$ cat src/rtl/fifo_pkg.sv
// fifo_pkg: shared FIFO mode constants and helpers, reusable by single- and dual-clock FIFOs.
package fifo_pkg;
    localparam int FIFO_MODE_STD  = 0;
    localparam int FIFO_MODE_FWFT = 1;

    function automatic int fifo_cnt_width(input int depth);
        return $clog2(depth + 1);
    endfunction

    // Explicit wrap so non-power-of-two depths work.
    function automatic int unsigned fifo_ptr_inc(input int unsigned ptr, input int unsigned depth);
        return (ptr == depth - 1) ? 0 : ptr + 1;
    endfunction
endpackage

$ cat src/rtl/sync_fifo_mem.sv
// sync_fifo_mem: flop-array storage, one write port, registered or fall-through read port.
module sync_fifo_mem import fifo_pkg::*; #(
    parameter int DATA_WIDTH = 8,
    parameter int DEPTH      = 8,
    parameter int FWFT       = FIFO_MODE_STD,
    parameter int AW         = $clog2(DEPTH)
) (
    input  logic                  clk_i,
    input  logic                  rst_i,
    input  logic                  we_i,
    input  logic [AW-1:0]         waddr_i,
    input  logic [DATA_WIDTH-1:0] wdata_i,
    input  logic                  re_i,
    input  logic [AW-1:0]         raddr_i,
    output logic [DATA_WIDTH-1:0] rdata_o
);
    logic [DATA_WIDTH-1:0] mem_q [DEPTH];
    logic [DATA_WIDTH-1:0] rd_q;

    always_ff @(posedge clk_i) begin
        if (we_i) mem_q[waddr_i] <= wdata_i;
    end

    always_ff @(posedge clk_i) begin
        if (rst_i) rd_q <= '0;
        else if (re_i) rd_q <= mem_q[raddr_i];
    end

    assign rdata_o = (FWFT == FIFO_MODE_FWFT) ? mem_q[raddr_i] : rd_q;
endmodule

$ cat src/rtl/sync_fifo.sv
// sync_fifo: single-clock FIFO, any depth >= 2, standard or FWFT read, thresholds and error pulses.
module sync_fifo import fifo_pkg::*; #(
    parameter int DATA_WIDTH    = 8,
    parameter int FIFO_DEPTH    = 8,
    parameter int FWFT          = FIFO_MODE_STD,
    parameter int AFULL_THRESH  = FIFO_DEPTH - 1,
    parameter int AEMPTY_THRESH = 1
) (
    input  logic                                  clk_i,
    input  logic                                  rst_i,
    input  logic                                  wr_en_i,
    input  logic [DATA_WIDTH-1:0]                 wr_data_i,
    input  logic                                  rd_en_i,
    output logic [DATA_WIDTH-1:0]                 rd_data_o,
    output logic                                  full_o,
    output logic                                  empty_o,
    output logic                                  almost_full_o,
    output logic                                  almost_empty_o,
    output logic [fifo_cnt_width(FIFO_DEPTH)-1:0] count_o,
    output logic                                  overflow_o,
    output logic                                  underflow_o
);
    localparam int PW = $clog2(FIFO_DEPTH);
    localparam int CW = fifo_cnt_width(FIFO_DEPTH);

    logic [PW-1:0] wr_ptr_q, wr_ptr_d, rd_ptr_q, rd_ptr_d;
    logic [CW-1:0] count_q, count_d;
    logic          ovf_q, ovf_d, unf_q, unf_d, wr_acc, rd_acc;

    assign empty_o        = count_q == '0;
    assign full_o         = count_q == CW'(FIFO_DEPTH);
    assign almost_full_o  = int'(count_q) >= AFULL_THRESH;
    assign almost_empty_o = int'(count_q) <= AEMPTY_THRESH;
    assign count_o        = count_q;
    assign overflow_o     = ovf_q;
    assign underflow_o    = unf_q;

    // A full FIFO still takes a write when the same cycle frees a slot.
    always_comb begin
        rd_acc   = rd_en_i & ~empty_o;
        wr_acc   = wr_en_i & (~full_o | rd_acc);
        wr_ptr_d = wr_acc ? PW'(fifo_ptr_inc(32'(wr_ptr_q), FIFO_DEPTH)) : wr_ptr_q;
        rd_ptr_d = rd_acc ? PW'(fifo_ptr_inc(32'(rd_ptr_q), FIFO_DEPTH)) : rd_ptr_q;
        count_d  = (wr_acc & ~rd_acc) ? count_q + 1'b1 :
                   (rd_acc & ~wr_acc) ? count_q - 1'b1 : count_q;
        ovf_d    = wr_en_i & ~wr_acc;
        unf_d    = rd_en_i & ~rd_acc;
    end

    always_ff @(posedge clk_i) begin
        if (rst_i) begin
            wr_ptr_q <= '0;
            rd_ptr_q <= '0;
            count_q  <= '0;
            ovf_q    <= 1'b0;
            unf_q    <= 1'b0;
        end else begin
            wr_ptr_q <= wr_ptr_d;
            rd_ptr_q <= rd_ptr_d;
            count_q  <= count_d;
            ovf_q    <= ovf_d;
            unf_q    <= unf_d;
        end
    end

    sync_fifo_mem #(
        .DATA_WIDTH(DATA_WIDTH),
        .DEPTH     (FIFO_DEPTH),
        .FWFT      (FWFT),
        .AW        (PW)
    ) u_mem (
        .clk_i  (clk_i),
        .rst_i  (rst_i),
        .we_i   (wr_acc & ~rst_i),
        .waddr_i(wr_ptr_q),
        .wdata_i(wr_data_i),
        .re_i   (rd_acc & ~rst_i),
        .raddr_i(rd_ptr_q),
        .rdata_o(rd_data_o)
    );
endmodule

$ cat config.mk
export PLATFORM = sky130hd
export DESIGN_NAME = sync_fifo
export DESIGN_NICKNAME = d
export VERILOG_FILES = /design/src/rtl/fifo_pkg.sv /design/src/rtl/sync_fifo_mem.sv /design/src/rtl/sync_fifo.sv
export SDC_FILE = /design/constraint.sdc
export NUM_CORES = 1
export LEC_CHECK = 0
export ABC_CLOCK_PERIOD_IN_PS = 2600
export CORE_ASPECT_RATIO = 1.1
export CORE_MARGIN = 5
export CORE_UTILIZATION = 57
export CTS_BUF_LIST = sky130_fd_sc_hd__clkbuf_16
export DETAILED_ROUTE_END_ITERATION = 8
export GPL_TIMING_DRIVEN = 1
export MAX_ROUTING_LAYER = met4
export PLACE_DENSITY = 0.9
export SLEW_MARGIN = 20
export SYNTH_ARGS = -nofsm -noshare
export SYNTH_HDL_FRONTEND = slang
export SYNTH_SLANG_ARGS = --single-unit
$ cat constraint.sdc
create_clock -name clk_i -period 2.6 [get_ports clk_i]
set_input_delay 0.26 -clock clk_i [delete_from_list [all_inputs] [get_ports clk_i]]
set_output_delay 0.26 -clock clk_i [all_outputs]
set_load 0.03 [all_outputs]
==> impl_metrics.tcl, run 1 <==
set metrics [dict create \
    antenna_found_initial 0 \
    place_congestion 0.761 \
    die-area_um2 7620 \
    cts.sinks 84 \
    start_util 0.587 \
    startpoint "count_o[0]$_SDFFE_PP0P_" \
    synthesis.nets 250 \
    grt_pass1_wl_um 11200 \
    path_class "reg -> reg" \
    yosys_warnings 0 \
    cap_violations 0 \
    hold_class "reg -> reg" \
    design_area_um2 4160 \
    row_count 29 \
    worst_r2r_path_depth 10 \
    placed_cell_area_um2 3860 \
    diodes 0 \
    die_h_um 91.1 \
    syn_inst 229 \
    ant_nets 0 \
    peakVddDrop_mv 0.634 \
    tightestPinTransition_ns 0.775 \
    hp-start "u_mem.rdata_o[3]$_SDFFE_PP0P_" \
    synth_edf_count 64 \
    drc 0 \
    finalCritPeriodShare 0.893 \
    finalCriticalPeriod_ns 2.32 \
    powerDensity_nw_per_um2 1010 \
    cts_tree "built" \
    place.detailed.hpwl_um 4430 \
    cts_resized 0 \
    cp_data_arrival_time_ns 2.55 \
    grtUsageTotal 0.199 \
    core_um2 5810 \
    worstSetupStartpointType "flip-flop" \
    nNetsFinal 296 \
    endpoint "count_o[3]$_SDFFE_PP0P_" \
    crit_fanout 7 \
    num_vias 2087 \
    grt_pass1_vias 2123 \
    maxSlewViolCount 0 \
    async_flop_share 0 \
    clock_skew_ns 0.00882 \
    tns_ns 0 \
    dieWidth_um 83.7 \
    cp.required_ns 2.83 \
    drive_above_1_share 0.139 \
    portBuffers 29 \
    drt-total-wl_um 7120 \
    viasPerCell 5.85 \
    synthesis.area_um2 3410 \
    clk_pin_slew_ns 0.06 \
    outcome "finished clean" \
    synth_seq_area_share 0.682 \
    h-tree-depth 3 \
    io_pins 30 \
    grt_overflow 0 \
    cts_root_buf "clkbuf_16" \
    hold_viol 0 \
    grt_max_degree 22 \
    ff2ff_setup_slack_ns 0.28 \
    leakage_nw 1.46 \
    avgSynthCellArea_um2 14.9 \
    rsz0062_at_grt "no" \
    area_delta_synth_final_pct 22.2 \
    numCtsBuffers 9 \
    post_cts_buffers 0 \
    clockBufferDepth 2 \
    worstReg2RegStart "count_o[0]$_SDFFE_PP0P_" \
    synth.distinct_cells 36 \
    clkLatencyLatePin_ns 0.34 \
    drt_iter0_drc 187 \
    max_freq_ghz 0.431 \
    ctsHoldBuffers 0 \
    drtPass1Iterations 4 \
    wl_per_cell_um 19.9 \
    rr_endpoint "count_o[3]$_SDFFE_PP0P_" \
    synth-seq-cells 84 \
    synthFlopType "edfxtp_1" \
    slew_headroom 0.483 \
    finalSetupViolCount 0 \
    worstSetupEndpointType "flip-flop" \
]
worst min path at each step:
stage / to / slack (ns) / depth (start not counted)
floorplan: u_mem.mem_q[0][0]$_DFFE_PP_ / 0.36 / 0
global placement: u_mem.rdata_o[6]$_SDFFE_PP0P_ / 0.46 / 1
detailed placement: u_mem.rdata_o[6]$_SDFFE_PP0P_ / 0.46 / 1
CTS: u_mem.rdata_o[3]$_SDFFE_PP0P_ / 0.47 / 1
global route: u_mem.rdata_o[3]$_SDFFE_PP0P_ / 0.49 / 1
finish: u_mem.rdata_o[3]$_SDFFE_PP0P_ / 0.47 / 1
layout by cell type (no fill, tap or decap), types with 2 or more instances in the layout:
cell type / synthesis / layout
edfxtp_1: 64 / 64
clkdlybuf4s50_1: 0 / 28
mux2i_1: 34 / 34
clkbuf_16: 0 / 9
clkinvlp_4: 0 / 2
nand2b_1: 5 / 5
buf_4: 4 / 16
nand3b_1: 2 / 2
inv_1: 4 / 5
a32o_1: 7 / 7
dfxtp_1: 20 / 19
inv_6: 0 / 2
or3b_1: 2 / 2
nor3_1: 4 / 4
or3_1: 3 / 3
ha_1: 9 / 9
nand2_1: 8 / 8
xor2_1: 2 / 2
a21oi_1: 7 / 7
nor2b_1: 2 / 2
nand3_1: 2 / 2
a22oi_1: 16 / 16
nor2_1: 14 / 14
Yosys cell counts (2+ instances only):
master    number  area, um2
buf_4          4       30.0
buf_1          3       11.3
dfxtp_1       20        400
inv_1          4       15.0
nand3_1        2       10.0
nand2_1        8       30.0
nand3b_1       2       15.0
nand2b_1       5       31.3
nor2b_1        2       12.5
a32o_1         7       70.1
or3b_1         2       17.5
a21oi_1        7       35.0
mux2i_1       34        340
nor2_1        14       52.6
a22oi_1       16        120
edfxtp_1      64       1920
xor2_1         2       17.5
buf_2          2       10.0
ha_1           9        113
or3_1          3       18.8
nor3_1         4       20.0
worst max-delay path: stages, from the launching register on:
cell      delay [ns]
dfxtp_1         0.38
inv_1           0.12
ha_1            0.19
nand3b_1        0.16
o21ai_2         0.30
inv_1           0.08
ha_1            0.24
or4_1           0.43
a21oi_2         0.16
xnor2_1         0.12
nor2_1          0.05
registers in the layout (all words and copies together), names as in the netlist:
name	cells
count_o	4
overflow_o	1
rd_ptr_q	3
u_mem.mem_q	64
u_mem.rdata_o	8
underflow_o	1
wr_ptr_q	3
final cells by class:
class / count / area, um2
fill: 387 / 1640
sequential: 84 / 2320
clock buffer: 9 / 225
inverter: 5 / 18.8
timing repair buffer: 45 / 413
tap: 77 / 96.3
multi-input combinational: 130 / 1010
clock inverter: 7 / 75.1
metrics by stage:
stage	cells	util	setup slack, ns	power (mW)	hold slack (ns)
global placement	341	0.665	0.419	2.91	0.459
floorplan	229	-	0.201	2.54	0.359
CTS	357	0.716	0.00880	4.21	0.473
finish	357	0.717	0.278	4.20	0.473
detailed placement	341	0.665	0.308	2.95	0.458
global route	357	0.717	0.0594	4.38	0.492
logic make-up after synthesis:
group,after synthesis,synth area share
flops,84,0.682
simple gates,48,0.0731
compound gates,36,0.0827
mux,34,0.0999
buf+inv,15,0.0217
fa+ha+maj,9,0.0331
xor+xnor,3,0.00772
layer usage:
metal / GRT usage / wire length, um / vias to the layer above / share of wire
li1: - / - / 968 / -
met1: 0.237 / 2720 / 1032 / 0.38
met2: 0.333 / 3820 / 76 / 0.54
met3: 0.0452 / 507 / 11 / 0.071
met4: 0.0710 / 76 / 0 / 0.011
met5: - / 0 / - / 0
where the power goes:
| group | total, mW | switching [mW] | internal, mW | leakage [nW] |
|---|---|---|---|---|
| registers | 1.70 | 0.150 | 1.55 | 0.742 |
| clock network | 1.26 | 0.516 | 0.748 | 0.144 |
| logic | 1.24 | 0.689 | 0.547 | 0.574 |
Note: power is estimated with default switching activity, not from simulation.
==> run 2, diff against run 1 <==
Settings changed: SYNTH_HIERARCHICAL set to 1.
==> run 2 against run 1 <==
Against the previous run:
- synthesized area grew 2.3%
- sequential share of layout area down 0.76 points
- critical endpoint unchanged
- utilization grew 0.50 points
==> impl_metrics.tcl, run 2 <==
set metrics [dict create \
    worst_r2r_path_depth 8 \
    core_um2 5840 \
    routed.top_layer "met4" \
    diodes 0 \
    wl_per_cell_um 18.6 \
    cap_violations 0 \
    p_sw_frac 0.309 \
    synth_seq_area_share 0.667 \
    place.detailed.hpwl_um 4570 \
    synthTopCellsByCount "edfxtp_1, dfxtp_1, nor2_1, mux2i_1, mux2_2" \
    tns_ns 0 \
    leakage_nw 1.47 \
    endpoint "count_o[3]$_SDFFE_PP0P_" \
    synth-seq-cells 84 \
    grt_max_degree 26 \
    num_vias 2125 \
    die_h_um 92.0 \
    path_common_cell "ha_1" \
    final_common_cell "edfxtp_1" \
    start_util 0.596 \
    h-tree-depth 3 \
    drt-total-wl_um 6850 \
    synth.distinct_cells 40 \
    powerDensity_nw_per_um2 929 \
    path_class "reg -> reg" \
    final_cell_mix "edfxtp_1, clkdlybuf4s50_1, buf_4" \
    p_int_mw 2.70 \
    largest_register_ffs 64 \
    antenna_found_initial 0 \
    finalCritPeriodShare 0.934 \
    numCtsBuffers 9 \
    synthesis.area_um2 3480 \
    slew_headroom 0.515 \
    ff2ff_setup_slack_ns 0.17 \
    yosys.area.top_type "edfxtp_1" \
    crit_chain "inv_1, ha_1, or3b_4, nand2_1, ha_1, or4_1, a21oi_1, mux2_1" \
    worstSetupStartpointType "flip-flop" \
    utilization 0.722 \
    viasPerCell 5.77 \
    outcome "finished clean" \
    rr_endpoint "count_o[3]$_SDFFE_PP0P_" \
    cp.required_ns 2.82 \
    drtPass1Iterations 4 \
    crit_fanout 7 \
    clockBufferDepth 2 \
    hp-start "u_mem/rdata_o[0]$_SDFFE_PP0P_" \
    clkPwrFrac 0.296 \
    worstReg2RegStart "count_o[0]$_SDFFE_PP0P_" \
    grt_pass1_wl_um 10900 \
    cts_root_buf "clkbuf_16" \
    clkLatencyLatePin_ns 0.33 \
    tightestPinTransition_ns 0.726 \
    worstSetupEndpointType "flip-flop" \
    worst_path_largest_cell_delay_ns 0.46 \
    cts_tree "built" \
    synthFlopType "edfxtp_1" \
    portBuffers 29 \
    avgSynthCellArea_um2 14.8 \
    top_register "u_mem/mem_q" \
    ctsHoldBuffers 0 \
    clock_skew_ns 0.00583 \
    yosys_warnings 6 \
    startpoint "count_o[0]$_SDFFE_PP0P_" \
    dpl_worst_slack_ns 0.207 \
    peakVddDrop_mv 0.818 \
    p_comb_frac 0.289 \
    clk_pin_slew_ns 0.06 \
    synth_edf_count 64 \
    grt_pass1_vias 2146 \
    finalSetupViolCount 0 \
    nNetsFinal 306 \
    seqPwrFrac 0.415 \
    critPathTopFamily "simple AND/OR/NAND/NOR gates" \
    dieWidth_um 84.5 \
    hold_viol 0 \
    wl_met2_um 3570 \
    max_freq_ghz 0.412 \
    syn_inst 236 \
    synth_most_common_cell "edfxtp_1" \
    crit_buf_inv 1 \
    cp_data_arrival_time_ns 2.65 \
    rsz0062_at_grt "no" \
    synth_top_area_frac 0.552 \
    place_congestion 0.806 \
    wl_met3_um 469 \
    slowest_stage "dfxtp_1" \
    grtUsageTotal 0.193 \
    ant_nets 0 \
    drc 0 \
    maxSlewViolCount 0 \
    die-area_um2 7780 \
    wl_met1_um 2700 \
    cts.sinks 84 \
    p_switching_mw 1.21 \
    ys_top_cells_by_area "edfxtp_1, dfxtp_1, mux2i_1" \
    grt_overflow 0 \
    row_count 29 \
    drive_above_1_share 0.203 \
    finalCriticalPeriod_ns 2.43 \
    fin_ws_ns 0.172 \
    drt_iter0_drc 118 \
    critical_path_cell_count 8 \
    async_flop_share 0 \
    io_pins 30 \
    area_delta_synth_final_pct 21.0 \
    hold_class "reg -> reg" \
    synthesis.nets 256 \
]
[run 2: changes by cell type in the layout (fill, tap and decap cells not counted), sizes merged, moves of 4 or more]
cell	delta
nand2	-5
mux2	+17
a22oi	-15
o21ai	+5
mux2i	-16
a221o	+7
o22ai	+7
nor2	+5
a21oi	-4
a211oi	+8
a32o	-7
buf	+5
[run 2: worst min-delay path, stage by stage, from the launching register on]
cell	delay, ns
dfxtp_1	0.31
nor2_1	0.09
a211oi_1	0.05
[run 2: how the worst min path moves through the flow]
stage	cells after the start	endpoint	slack, ns
2_1_floorplan	1	overflow_o$_SDFF_PP0_	0.34
4_1_cts	2	u_mem/rdata_o[5]$_SDFFE_PP0P_	0.50
5_1_grt	2	u_mem/rdata_o[0]$_SDFFE_PP0P_	0.51
3_3_place_gp	2	u_mem/rdata_o[0]$_SDFFE_PP0P_	0.48
6_report	2	u_mem/rdata_o[0]$_SDFFE_PP0P_	0.50
3_5_place_dp	2	u_mem/rdata_o[5]$_SDFFE_PP0P_	0.49
[run 2: per-stage QoR]
step / instance area [um2] / cells / hold slack [ns] / total power, mW
floorplan: 3480 / 236 / 0.337 / 2.48
global placement: 3940 / 352 / 0.478 / 2.74
detailed placement: 3940 / 352 / 0.490 / 2.78
CTS: 4210 / 368 / 0.498 / 3.94
global route: 4220 / 368 / 0.512 / 4.08
finish: 4220 / 368 / 0.500 / 3.92
[run 2: what timing repair did]
action                                  CTS  global route
gates resized for setup                   0             1
setup buffers                             0             0
endpoints found under the setup margin    0             1
endpoints found under the hold margin     0             0
[run 2: routing by layer]
metal | vias up | track usage
met5 | - | -
met1 | 1035 | 0.225
met4 | 0 | 0.0712
li1 | 1008 | -
met3 | 9 | 0.0520
met2 | 73 | 0.320
[run 2: final cells by class]
cell class                 instances  area [um2]
clock buffer                       9         225
clock inverter                     7        50.0
fill                             376        1630
inverter                           5        18.8
multi-input combinational        136        1050
sequential                        84        2320
tap                               77        96.3
timing repair buffer              50         450
[run 2: power by group through the flow]
| stage | Sequential (mW) | Clock [mW] | Combinational [mW] |
|---|---|---|---|
| 2_1_floorplan | 1.75 | 0 | 0.728 |
| 3_3_place_gp | 1.64 | 0 | 1.10 |
| 3_5_place_dp | 1.65 | 0 | 1.13 |
| 4_1_cts | 1.62 | 1.18 | 1.14 |
| 5_1_grt | 1.64 | 1.23 | 1.21 |
| 6_report | 1.62 | 1.16 | 1.13 |
[run 2: cells by family after synthesis]
family / synth area share
xor+xnor: 0.00503
simple gates: 0.0848
compound gates: 0.0772
fa+ha+maj: 0.0287
buf+inv: 0.0309
mux: 0.107
flops: 0.667
==> run 3, diff against run 2 <==
Settings changed: REMOVE_ABC_BUFFERS set to 1.
==> run 3 against run 2 <==
Against the previous run:
- non-clock buffer count decreased by 4
- critical path depth stayed put
- via count is 1.4% lower
- sequential power barely moved
- die area unchanged
- largest cell class unchanged
==> impl_metrics.tcl, run 3 (synthesis gave the netlist of run 2 again) <==
set metrics [dict create \
    outcome "finished clean" \
    cp_data_arrival_time_ns 2.61 \
    core_um2 5840 \
    drt_iter0_drc 178 \
    utilization 0.715 \
    worst_path_largest_cell_delay_ns 0.45 \
    fin_ws_ns 0.214 \
    die_h_um 92.0 \
    peakVddDrop_mv 0.880 \
    dieWidth_um 84.5 \
    hold_viol 0 \
    routed.top_layer "met4" \
    hold_class "reg -> reg" \
    viasPerCell 5.76 \
    final_cell_mix "edfxtp_1, clkdlybuf4s50_1, nor2_1, dfxtp_1, mux2i_1" \
    antenna_found_initial 0 \
    drc 0 \
    drive_above_1_share 0.181 \
    finalCritPeriodShare 0.918 \
    portBuffers 29 \
    cts_root_buf "clkbuf_16" \
    tns_ns 0 \
    clockBufferDepth 2 \
    final_common_cell "edfxtp_1" \
    num_vias 2095 \
    slew_headroom 0.468 \
    post_cts_buffers 0 \
    worstSetupEndpointType "flip-flop" \
    clk_pin_slew_ns 0.06 \
    leakage_nw 1.45 \
    wl_met3_um 353 \
    crit_buf_inv 1 \
    wl_met1_um 2700 \
    grtUsageTotal 0.182 \
    drt-total-wl_um 6600 \
    cts_tree "built" \
    crit_fanout 7 \
    numCtsBuffers 9 \
    critPathTopFamily "simple AND/OR/NAND/NOR gates" \
    start_util 0.596 \
    crit_chain "inv_1, ha_1, or3b_4, nand2_1, ha_1, or4_1, a21oi_1, mux2_1" \
    worstSetupStartpointType "flip-flop" \
    path_class "reg -> reg" \
    ant_nets 0 \
    row_count 29 \
    grt_pass1_vias 2082 \
    power_mw 3.88 \
    io_pins 30 \
    max_freq_ghz 0.419 \
    clock_skew_ns 0.00919 \
    slowest_stage "dfxtp_1" \
    tightestPinTransition_ns 0.796 \
    rsz0062_at_grt "no" \
    clkLatencyLatePin_ns 0.33 \
    nNetsFinal 302 \
    h-tree-depth 3 \
    area_delta_synth_final_pct 20.0 \
    dpl_worst_slack_ns 0.178 \
    grt_pass1_wl_um 10500 \
    finalCriticalPeriod_ns 2.39 \
    maxSlewViolCount 0 \
    top_register "u_mem/mem_q" \
    largest_register_ffs 64 \
    path_common_cell "ha_1" \
    drtPass1Iterations 4 \
    powerDensity_nw_per_um2 930 \
    cap_violations 0 \
    fillers 368 \
    finalSetupViolCount 0 \
    wl_per_cell_um 18.1 \
    die-area_um2 7780 \
    place_congestion 0.802 \
    cp.required_ns 2.82 \
    cts.sinks 84 \
    grt_overflow 0 \
    place.detailed.hpwl_um 4380 \
    diodes 0 \
    wl_met2_um 3470 \
    whs_ns 0.485 \
    grt_max_degree 26 \
]
==> run 3: final timing paths <==
path / startpoint / endpoint / slack [ns] / cells past startpoint
setup / recovery: count_o[0]$_SDFFE_PP0P_ / count_o[3]$_SDFFE_PP0P_ / 0.21 / 8
setup reg to reg: count_o[0]$_SDFFE_PP0P_ / count_o[3]$_SDFFE_PP0P_ / 0.21 / 8
hold / removal: u_mem/rdata_o[0]$_SDFFE_PP0P_ / u_mem/rdata_o[0]$_SDFFE_PP0P_ / 0.48 / 2
hold reg to reg: u_mem/rdata_o[0]$_SDFFE_PP0P_ / u_mem/rdata_o[0]$_SDFFE_PP0P_ / 0.48 / 2
==> run 3: what timing repair did <==
| action | in CTS | in global routing |
|---|---|---|
| hold endpoints to repair | 0 | 0 |
| setup endpoints to repair | 0 | 1 |
| hold buffers | 0 | 0 |
| resized for setup | 0 | 1 |
==> run 3: stage by stage <==
stage / instances / area, um2
detailed placement: 348 / 3910
CTS: 364 / 4180
floorplan: 225 / 3390
global route: 364 / 4180
finish: 364 / 4180
global placement: 348 / 3910
==> run 3: power by group <==
part	internal [mW]	leakage (nW)	total, mW	switching, mW
Clock	0.639	0.124	1.12	0.484
Combinational	0.516	0.580	1.14	0.622
Sequential	1.54	0.742	1.62	0.0843
==> run 3: worst min-delay path, stage by stage, from the launching register on <==
cell and delay (ns):
dfxtp_1 0.31, nor2_1 0.08, a211oi_1 0.05
==> run 3: layout make-up <==
cell class / instances / area [um2] / area share
well taps: 77 / 96.3 / 0.0231
clock inverters: 7 / 42.5 / 0.0102
multi-input cells: 136 / 1050 / 0.252
flip-flops and latches: 84 / 2320 / 0.556
clock buffers: 9 / 225 / 0.0539
inverters: 5 / 18.8 / 0.00449
repair buffers: 46 / 420 / 0.101
==> run 3: routing by layer <==
layer,global-route usage,vias to the layer above
li1,-,1001
met1,0.215,1029
met2,0.300,58
met3,0.0520,7
met4,0.0646,0
met5,-,-
